**config.mk**
```make
export PLATFORM = sky130hd
export DESIGN_NAME = matrix_scan_flat
export DESIGN_NICKNAME = d
export VERILOG_FILES = /design/src/rtl/matrix_scan_if.sv /design/src/rtl/matrix_scan.sv /design/src/flat_wrapper.sv
export SDC_FILE = /design/constraint.sdc
export NUM_CORES = 1
export LEC_CHECK = 0
export BUFFER_PORTS_ARGS = -buffer_cell sky130_fd_sc_hd__buf_2
export CAP_MARGIN = 25
export CORE_UTILIZATION = 35
export CTS_CLUSTER_DIAMETER = 30
export DETAILED_ROUTE_END_ITERATION = 10
export PLACE_DENSITY = 0.63
export SLEW_MARGIN = 10
export SYNTH_ARGS = -nofsm -noshare
export SYNTH_HDL_FRONTEND = slang
export SYNTH_SLANG_ARGS = --single-unit
export TNS_END_PERCENT = 20
```
**constraint.sdc**
```tcl
create_clock -name clk -period 5 [get_ports clk]
set_input_delay 0.5 -clock clk [delete_from_list [all_inputs] [get_ports clk]]
set_output_delay 0.5 -clock clk [all_outputs]
set_load 0.02 [all_outputs]
```
**src/rtl/matrix_scan_if.sv**
```systemverilog
// Board-side pins of the LED matrix scanner: serial column chain, row select and frame marker.
interface matrix_scan_if;
   logic       ser_data;
   logic       ser_clk;
   logic       ser_latch;
   logic [3:0] row_sel;
   logic       row_en;
   logic       frame_start;

   modport master (output ser_data, ser_clk, ser_latch, row_sel, row_en, frame_start);
   modport slave  (input  ser_data, ser_clk, ser_latch, row_sel, row_en, frame_start);
endinterface

```
**src/rtl/matrix_scan.sv**
```systemverilog
// Row-multiplexed 16x16 LED renderer for ball and paddles with a per-frame input snapshot.
// Optional ball trail pixel is enabled by defining BALL_TRAIL_EN.
module matrix_scan #(
   parameter int unsigned DWELL    = 64,
   parameter int unsigned PADDLE_H = 3
) (
   input  logic          clk,
   input  logic          reset,
   input  logic [3:0]    ball_x,
   input  logic [3:0]    ball_y,
   input  logic [3:0]    lpad_y,
   input  logic [3:0]    rpad_y,
   matrix_scan_if.master pins
);

   localparam logic [1:0] StLoad    = 2'd0;
   localparam logic [1:0] StShift   = 2'd1;
   localparam logic [1:0] StLatch   = 2'd2;
   localparam logic [1:0] StDisplay = 2'd3;

   localparam logic [7:0] DwellLast = 8'(DWELL - 1);
   localparam logic [4:0] PadSpan   = 5'(PADDLE_H - 1);

   logic [1:0]  state_q, state_d;
   logic [3:0]  row_q, row_d;
   logic [3:0]  row_sel_q, row_sel_d;
   logic [4:0]  cnt_q, cnt_d;
   logic [7:0]  dwell_q, dwell_d;
   logic [15:0] pat_q, pat_d;

   logic [3:0]  snap_bx_q, snap_by_q, snap_lp_q, snap_rp_q;
   logic        snap_now;
   logic [3:0]  eff_bx, eff_by, eff_lp, eff_rp;
   logic [15:0] row_pat;

   // 5-bit compare so a paddle running past row 15 is clipped instead of wrapping.
   function automatic logic in_paddle(input logic [3:0] row, input logic [3:0] top);
      return ({1'b0, row} >= {1'b0, top}) && ({1'b0, row} <= ({1'b0, top} + PadSpan));
   endfunction

   assign snap_now = !reset && (state_q == StLoad) && (row_q == 4'd0);

   // Row 0 renders from the values being captured this cycle.
   always_comb begin
      eff_bx = snap_now ? ball_x : snap_bx_q;
      eff_by = snap_now ? ball_y : snap_by_q;
      eff_lp = snap_now ? lpad_y : snap_lp_q;
      eff_rp = snap_now ? rpad_y : snap_rp_q;
   end

`ifdef BALL_TRAIL_EN
   logic [3:0] trail_x_q, trail_y_q;
   logic       trail_v_q, snap_v_q;
   logic [3:0] eff_tx, eff_ty;
   logic       eff_tv;

   always_comb begin
      eff_tx = snap_now ? snap_bx_q : trail_x_q;
      eff_ty = snap_now ? snap_by_q : trail_y_q;
      eff_tv = snap_now ? snap_v_q  : trail_v_q;
   end

   always_ff @(posedge clk) begin
      if (reset) begin
         trail_x_q <= '0;
         trail_y_q <= '0;
         trail_v_q <= 1'b0;
         snap_v_q  <= 1'b0;
      end else if (snap_now) begin
         trail_x_q <= snap_bx_q;
         trail_y_q <= snap_by_q;
         trail_v_q <= snap_v_q;
         snap_v_q  <= 1'b1;
      end
   end
`endif

   always_comb begin
      row_pat = '0;
      if (row_q == eff_by) row_pat[eff_bx] = 1'b1;
      if (in_paddle(row_q, eff_lp)) row_pat[0] = 1'b1;
      if (in_paddle(row_q, eff_rp)) row_pat[15] = 1'b1;
`ifdef BALL_TRAIL_EN
      if (eff_tv && (row_q == eff_ty)) row_pat[eff_tx] = 1'b1;
`endif
   end

   always_comb begin
      state_d   = state_q;
      row_d     = row_q;
      row_sel_d = row_sel_q;
      cnt_d     = cnt_q;
      dwell_d   = dwell_q;
      pat_d     = pat_q;
      case (state_q)
         StLoad: begin
            pat_d   = row_pat;
            cnt_d   = '0;
            state_d = StShift;
         end
         StShift: begin
            cnt_d = cnt_q + 5'd1;
            // Odd count is phase B; advance to the next column after the rising edge.
            if (cnt_q[0]) pat_d = {pat_q[14:0], 1'b0};
            if (cnt_q == 5'd31) begin
               state_d   = StLatch;
               row_sel_d = row_q;
            end
         end
         StLatch: begin
            dwell_d = '0;
            state_d = StDisplay;
         end
         default: begin
            dwell_d = dwell_q + 8'd1;
            if (dwell_q == DwellLast) begin
               row_d   = row_q + 4'd1;
               state_d = StLoad;
            end
         end
      endcase
   end

   always_ff @(posedge clk) begin
      if (reset) begin
         state_q   <= StLoad;
         row_q     <= '0;
         row_sel_q <= '0;
         cnt_q     <= '0;
         dwell_q   <= '0;
         pat_q     <= '0;
      end else begin
         state_q   <= state_d;
         row_q     <= row_d;
         row_sel_q <= row_sel_d;
         cnt_q     <= cnt_d;
         dwell_q   <= dwell_d;
         pat_q     <= pat_d;
      end
   end

   always_ff @(posedge clk) begin
      if (reset) begin
         snap_bx_q <= '0;
         snap_by_q <= '0;
         snap_lp_q <= '0;
         snap_rp_q <= '0;
      end else if (snap_now) begin
         snap_bx_q <= ball_x;
         snap_by_q <= ball_y;
         snap_lp_q <= lpad_y;
         snap_rp_q <= rpad_y;
      end
   end

   assign pins.ser_data    = (state_q == StShift) & pat_q[15];
   assign pins.ser_clk     = (state_q == StShift) & cnt_q[0];
   assign pins.ser_latch   = (state_q == StLatch);
   assign pins.row_sel     = row_sel_q;
   assign pins.row_en      = (state_q == StDisplay);
   assign pins.frame_start = snap_now;

endmodule

```
**src/flat_wrapper.sv**
```systemverilog
// flat-port wrapper written by rule: the top's interface ports become plain ports
module matrix_scan_flat 
#(
   parameter int unsigned DWELL    = 64,
   parameter int unsigned PADDLE_H = 3
)
  (clk, reset, ball_x, ball_y, lpad_y, rpad_y, pins_ser_data, pins_ser_clk, pins_ser_latch, pins_row_sel, pins_row_en, pins_frame_start);
  matrix_scan_if pins_i ();
  input  logic clk;
  input  logic reset;
  input  logic [3:0] ball_x;
  input  logic [3:0] ball_y;
  input  logic [3:0] lpad_y;
  input  logic [3:0] rpad_y;
  output wire logic [$bits(pins_i.ser_data)-1:0] pins_ser_data;
  output wire logic [$bits(pins_i.ser_clk)-1:0] pins_ser_clk;
  output wire logic [$bits(pins_i.ser_latch)-1:0] pins_ser_latch;
  output wire logic [$bits(pins_i.row_sel)-1:0] pins_row_sel;
  output wire logic [$bits(pins_i.row_en)-1:0] pins_row_en;
  output wire logic [$bits(pins_i.frame_start)-1:0] pins_frame_start;
  assign pins_ser_data = pins_i.ser_data;
  assign pins_ser_clk = pins_i.ser_clk;
  assign pins_ser_latch = pins_i.ser_latch;
  assign pins_row_sel = pins_i.row_sel;
  assign pins_row_en = pins_i.row_en;
  assign pins_frame_start = pins_i.frame_start;
  matrix_scan #(.DWELL(DWELL), .PADDLE_H(PADDLE_H)) u_core (.clk(clk), .reset(reset), .ball_x(ball_x), .ball_y(ball_y), .lpad_y(lpad_y), .rpad_y(rpad_y), .pins(pins_i));
endmodule
```
Yosys cells after proc, flatten, opt, wreduce, memory -nomap -nowiden
Cells that the tools add are included.

storage, ports and cells
  register bits after elaboration = 55
  output and inout bits = 9
  word-level logic and storage cells = 64

cells by class
  add/sub/neg operators = 5
  $lt $le $gt $ge = 6
  equal/unequal tests = 8
  mux-type cells = 16
  bitwise operators = 3
  reduce and logical (&&, ||, !) cells = 16

operator list
  operator                                                            number
  two-way mux 16 bit                                                  2
  case mux 16 bit (2 select lines)                                    1
  two-way mux 4 bit                                                   4
  case mux 8 bit (2 select lines)                                     1
  adder 4 x 2 -> 5 bit (second input constant)                        2
  less-or-equal comparator 4 x 5 -> 1 bit                             2
  case mux 5 bit (2 select lines)                                     1
  adder 8 x 1 -> 8 bit (second input constant)                        1
  == test 8 x 6 -> 1 bit (second input constant)                      1
  greater-or-equal comparator 4 bit                                   2
  AND reduction 2 bit                                                 4
  case mux 2 bit (3 select lines)                                     1
  adder 5 x 1 -> 5 bit (second input constant)                        1
  == test 5 bit (second input constant)                               1
  logical AND 1 bit                                                   5
  less-than comparator 4 x 5 -> 1 bit (second input constant)         1
  adder 4 x 1 -> 4 bit (second input constant)                        1
  demux 1 bit (select 4 bit)                                          1
  == test 2 bit (second input constant)                               2
  == test 4 bit                                                       1
  greater-or-equal comparator 4 x 1 -> 1 bit (second input constant)  1
  zero test 4 bit                                                     1
  two-way mux 2 bit                                                   2
  != test 2 x 1 -> 1 bit (second input constant)                      2
  10 further kinds                                                    13

Depth between registers and ports, before layout
  depth in word-level cells = 11
  mapped depth = 18

Least setup slack after synthesis
OpenSTA, ideal clock, no wires.

  path type = reg-to-reg
  start = register u_core.row_q[1]
  end = register u_core.pat_q[15]
  setup time = 83 ps
  data arrival time = 2934 ps
  required time = 4917 ps
  path slack = 1983 ps
  cell stages (with the launch flop) = 17
  path buffers = 3
  period minus slack after synthesis = 3017 ps
  cell sequence = dfxtp_1 > clkbuf_1 > inv_1 > ha_1 > nand4bb_4 > or2_1 > buf_6 > inv_4 > buf_4 > mux2i_1 > inv_1 > ha_1 > o21bai_1 > a21o_1 > nand3_1 > maj3_2 > o221ai_1

on the way
  elaborated cells between the ends (all ways) = 18
  those cells by class = add/sub: 1; order compare: 4; eq/ne: 1; mux: 8; reduce/logical: 4

RTL lines
  what                                     RTL line            source
  start: declaration                       matrix_scan.sv:25   logic [3:0] row_q, row_d;
  start signal: assignment                 matrix_scan.sv:134  row_q <= row_d;
  zero test 4 bit *                        matrix_scan.sv:41   assign snap_now = !reset && (state_q == StLoad) && (row_q == 4'd0);
  logical AND 1 bit *                      matrix_scan.sv:41
  two-way mux 4 bit *                      matrix_scan.sv:48   eff_rp = snap_now ? rpad_y : snap_rp_q;
  net u_core.eff_rp[1]                     matrix_scan.sv:33   logic [3:0] eff_bx, eff_by, eff_lp, eff_rp;
  adder 4 x 2 -> 5 bit                     matrix_scan.sv:38   return ({1'b0, row} >= {1'b0, top}) && ({1'b0, row} <= ({1'b0, top} + PadSpan));
  less-or-equal comparator 4 x 5 -> 1 bit  matrix_scan.sv:38
  logical AND 1 bit *                      matrix_scan.sv:38
  two-way mux 1 bit *                      matrix_scan.sv:82   if (in_paddle(row_q, eff_rp)) row_pat[15] = 1'b1;
  case mux 16 bit (2 select lines) *       matrix_scan.sv:95   case (state_q)
  end signal: assignment                   matrix_scan.sv:138  pat_q <= pat_d;
  end: declaration                         matrix_scan.sv:29   logic [15:0] pat_q, pat_d;

Mark *: on every way through the listed nets, which the timed path passes. The rest lies on a longest branch.
A chain may end at the register's enable or synchronous reset.

Worst setup path in the final report
  start = register u_core.row_q[1]
  end = register u_core.pat_q[0]

on the way
  word-level cells in the longest chain between the ends = 10
  elaborated cells between the ends (all ways) = 18
  those cells by class = add/sub: 1; order compare: 4; eq/ne: 1; mux: 8; reduce/logical: 4

ends and longest elaborated chain
  what                                                                                                                     RTL line           source
  zero test 4 bit                                                                                                          matrix_scan.sv:41
  logical AND 1 bit                                                                                                        matrix_scan.sv:41
  two-way mux 4 bit                                                                                                        matrix_scan.sv:45  eff_bx = snap_now ? ball_x : snap_bx_q;
  less-than comparator 4 x 5 -> 1 bit (implied by the code) or greater-or-equal comparator 4 x 1 -> 1 bit (tied branches)  matrix_scan.sv:80  if (row_q == eff_by) row_pat[eff_bx] = 1'b1;
  logical AND 1 bit (implied by the code)                                                                                  matrix_scan.sv:80
  two-way mux 1 bit (implied by the code)                                                                                  matrix_scan.sv:80
  demux 1 bit (select 4 bit)                                                                                               -
  two-way mux 16 bit                                                                                                       matrix_scan.sv:80
  two-way mux 1 bit *                                                                                                      matrix_scan.sv:81  if (in_paddle(row_q, eff_lp)) row_pat[0] = 1'b1;
  case mux 16 bit (2 select lines) *                                                                                       matrix_scan.sv:95

Mark *: on every way between the ends. The rest lies on a longest branch, timed or not.

==> flow_summary.yaml <==
outcome:
  outcome: "finished, final reports clean"
finish:
  drive_above_1_share_pct: 12.6
  final_util_pct: 39.2
  area.growth.synth_to_final_pct: 8.45
  fill_cells: 879
  most_common_library_cell_in_the_layout_ignoring_fill_and_taps: "sky130_fd_sc_hd__nand2_1"
  antenna_cells_inserted: 0
  nets: 435
  fin_area_um2: 3420
  layout_common_cells: "sky130_fd_sc_hd__nand2_1 (57), sky130_fd_sc_hd__dfxtp_1 (55), sky130_fd_sc_hd__nor2_1 (39)"
synthesis:
  synth_sequential_area_ratio_pct: 34.9
  synth_seq_cells: 55
  yosys_warnings: 0
  cell_area_after_technology_mapping_um2: 3150
  synth_fp_nets: 423
  postSynthAreaPerCell_um2: 8.19
  yosys.cell_types.count: 49
  gate_count_post_synth: 385
clocking:
  clock_tree.root_cell: "sky130_fd_sc_hd__clkbuf_8"
  cts_tree: "built"
  cts-root-to-sink-buffers: 2
  post-cts-setup-buffers: 0
  worst_setup_hold_path_clk_slew_ns: 0.10
  cts-resized-gates: 0
  cts_max_level: 2
  worstSkewPairLatency_ns: 0.31
  hold_buffers_post_cts: 0
  cts_inserted_buffers: 5
  cts.sinks: 55
route:
  drt-initial-drc-count: 142
  post-route-drc-count: 0
  post_drt_via_cell_ratio: 5.21
  num_vias: 2634
  antenna_violating_nets_post_route: 0
  drt_first_pass_iters: 5
  wl_per_cell_um: 13.6
  routed_wl_um: 6900
placement:
  place.port_buffers: 26
  placement.cell_area_um2: 3320
  gpl_wtd_cong: 0.883
  dp_hpwl_um: 4910
sta:
  tns_ns: 0
  final_min_period_over_clock_period_pct: 67.0
  relSlewSlack_pct: 39.0
  min_period_ns: 3.35
  setup_violations: 0
  worst_clock_skew_ns: 0.00527
  tightestPinTransition_ns: 0.916
  rsz0062_at_grt: "no"
  achievable-frequency_ghz: 0.299
  final-max-slew-violation-count: 0
  hold_viol_final: 0
  fin_hold_ws_ns: 0.445
worst_setup_path:
  setup.worst_path.start_class: "flip-flop"
  worstSetupStartpoint: "u_core.row_q[1]$_SDFFE_PP0P_"
  worstReg2RegStart: "u_core.row_q[1]$_SDFFE_PP0P_"
  crit_required_ns: 5.23
  critical_path.max_fanout: 22
  crit_path_end_kind: "flip-flop"
  critPathArrivalTime_ns: 3.58
  path_class: "flip-flop to flip-flop"
floorplanning:
  floorplan.rows: 34
  start_util_pct: 36.2
  die-width_um: 96.9
  core-area_um2: 8720
  floorplan.io_pins: 27
  die_height_um: 96.9
  die_area_um2: 9390
global_route:
  global_route.usage.total_pct: 15.1
  grt_max_degree: 56
  grt.overflow.total: 0
  antenna_found_initial: 0
  grt_pass1_wl_um: 11800
  vias_in_the_first_global_route: 2515
pwr:
  static-leakage-power_nw: 1.36
  irDropWorstVdd_mv: 0.223
  areal_power_density_over_the_cells_nw_per_um2: 497
min_path:
  worstHoldPathType: "input port to flip-flop"
  hold_path_startpoint: "lpad_y[0]"
job:
  cap_viol_max_count: 0
Yosys cell counts (all sizes together):
cell type / instances / area (um^2)
xor2: 11 / 96.3
a31oi: 3 / 18.8
o21ai: 26 / 130
a21oi: 29 / 145
clkbuf: 11 / 41.3
xnor2: 5 / 43.8
o21bai: 2 / 15.0
or3: 2 / 12.5
a2111oi: 1 / 15.0
nor2b: 6 / 37.5
o41ai: 1 / 8.76
and2: 2 / 12.5
or4: 1 / 7.51
a221oi: 1 / 15.0
nand4bb: 1 / 27.5
nor4: 2 / 18.8
o221ai: 3 / 26.3
nor2: 39 / 146
nand2: 57 / 214
ha: 20 / 250
nand4: 7 / 43.8
and4: 1 / 8.76
maj3: 2 / 21.3
nor3b: 2 / 15.0
and3: 2 / 12.5
nor3: 7 / 40.0
nand2b: 5 / 31.3
dfxtp: 55 / 1100
a21bo: 2 / 20.0
o21a: 1 / 7.51
nor4b: 1 / 8.76
or2: 1 / 6.26
a211oi: 17 / 143
mux2i: 9 / 115
buf: 12 / 76.3
nand3: 12 / 60.1
nand3b: 12 / 90.1
inv: 10 / 40.0
o31ai: 2 / 15.0
a21o: 2 / 15.0
per-stage QoR:
stage	power (mW)	setup slack [ns]	instances
2_1_floorplan	1.29	1.98	385
5_1_grt	1.86	1.32	506
3_5_place_dp	1.44	1.68	498
6_report	1.70	1.65	506
4_1_cts	1.72	1.64	506
3_3_place_gp	1.42	1.83	498
layer usage:
layer | global-route usage (%) | share of wire [%]
met2 | 24.5 | 46
met5 | 0 | 0
met1 | 20.8 | 51
met3 | 2.17 | 3.0
met4 | 4.02 | 0.64
area by class of cell:
class,count,area (um^2),area share (%)
sequential,55,1100,32.2
tap,108,135,3.95
clock buffer,7,96.3,2.82
timing repair buffer,28,145,4.24
inverter,10,40.0,1.17
multi-input combinational,297,1890,55.4
clock inverter,1,7.51,0.220
flip-flops by register name (all words and copies together) (netlist names):
register,flops
u_core.snap_by_q,4
u_core.snap_rp_q,4
u_core.dwell_q,8
u_core.snap_lp_q,4
u_core.row_q,4
u_core.snap_bx_q,4
u_core.state_q,2
u_core.cnt_q,5
u_core.pat_q,16
u_core.pins.row_sel,4
cell families after synthesis:
group / count (synthesis) / share of synthesized area [%]
flops: 55 / 34.9
xor+xnor: 16 / 4.44
fa+ha+maj: 22 / 8.61
compound gates: 90 / 18.2
mux: 9 / 3.65
buf+inv: 33 / 5.00
simple gates: 160 / 25.2
critical path, stage by stage, from the launching register on:
cell and delay (ns):
sky130_fd_sc_hd__dfxtp_1 0.59, sky130_fd_sc_hd__inv_1 0.11, sky130_fd_sc_hd__ha_1 0.23, sky130_fd_sc_hd__nand4bb_4 0.13, sky130_fd_sc_hd__or2_1 0.23, sky130_fd_sc_hd__buf_4 0.32
sky130_fd_sc_hd__mux2i_1 0.45, sky130_fd_sc_hd__xnor2_1 0.17, sky130_fd_sc_hd__ha_1 0.27, sky130_fd_sc_hd__nand2_1 0.07, sky130_fd_sc_hd__o21ai_0 0.07, sky130_fd_sc_hd__o221ai_1 0.19
sky130_fd_sc_hd__o221ai_1 0.19, sky130_fd_sc_hd__a221oi_2 0.23
power by group:
group	switching, mW	leakage, nW	internal (mW)
Combinational	0.506	0.857	0.304
Sequential	0.0695	0.449	0.545
Clock	0.146	0.0505	0.126
worst paths after layout:
kind | end | slack [ns] | depth (start not counted)
worst max-delay path | u_core.pat_q[0]$_SDFFE_PP0P_ | 1.65 | 13
worst min-delay path | u_core.snap_lp_q[0]$_SDFF_PP0_ | 0.45 | 3
worst max register to register | u_core.pat_q[0]$_SDFFE_PP0P_ | 1.65 | 13
worst min register to register | u_core.pins.row_sel[0]$_SDFFE_PP0P_ | 0.46 | 2
No activity file was read; power rests on OpenSTA's default activity.
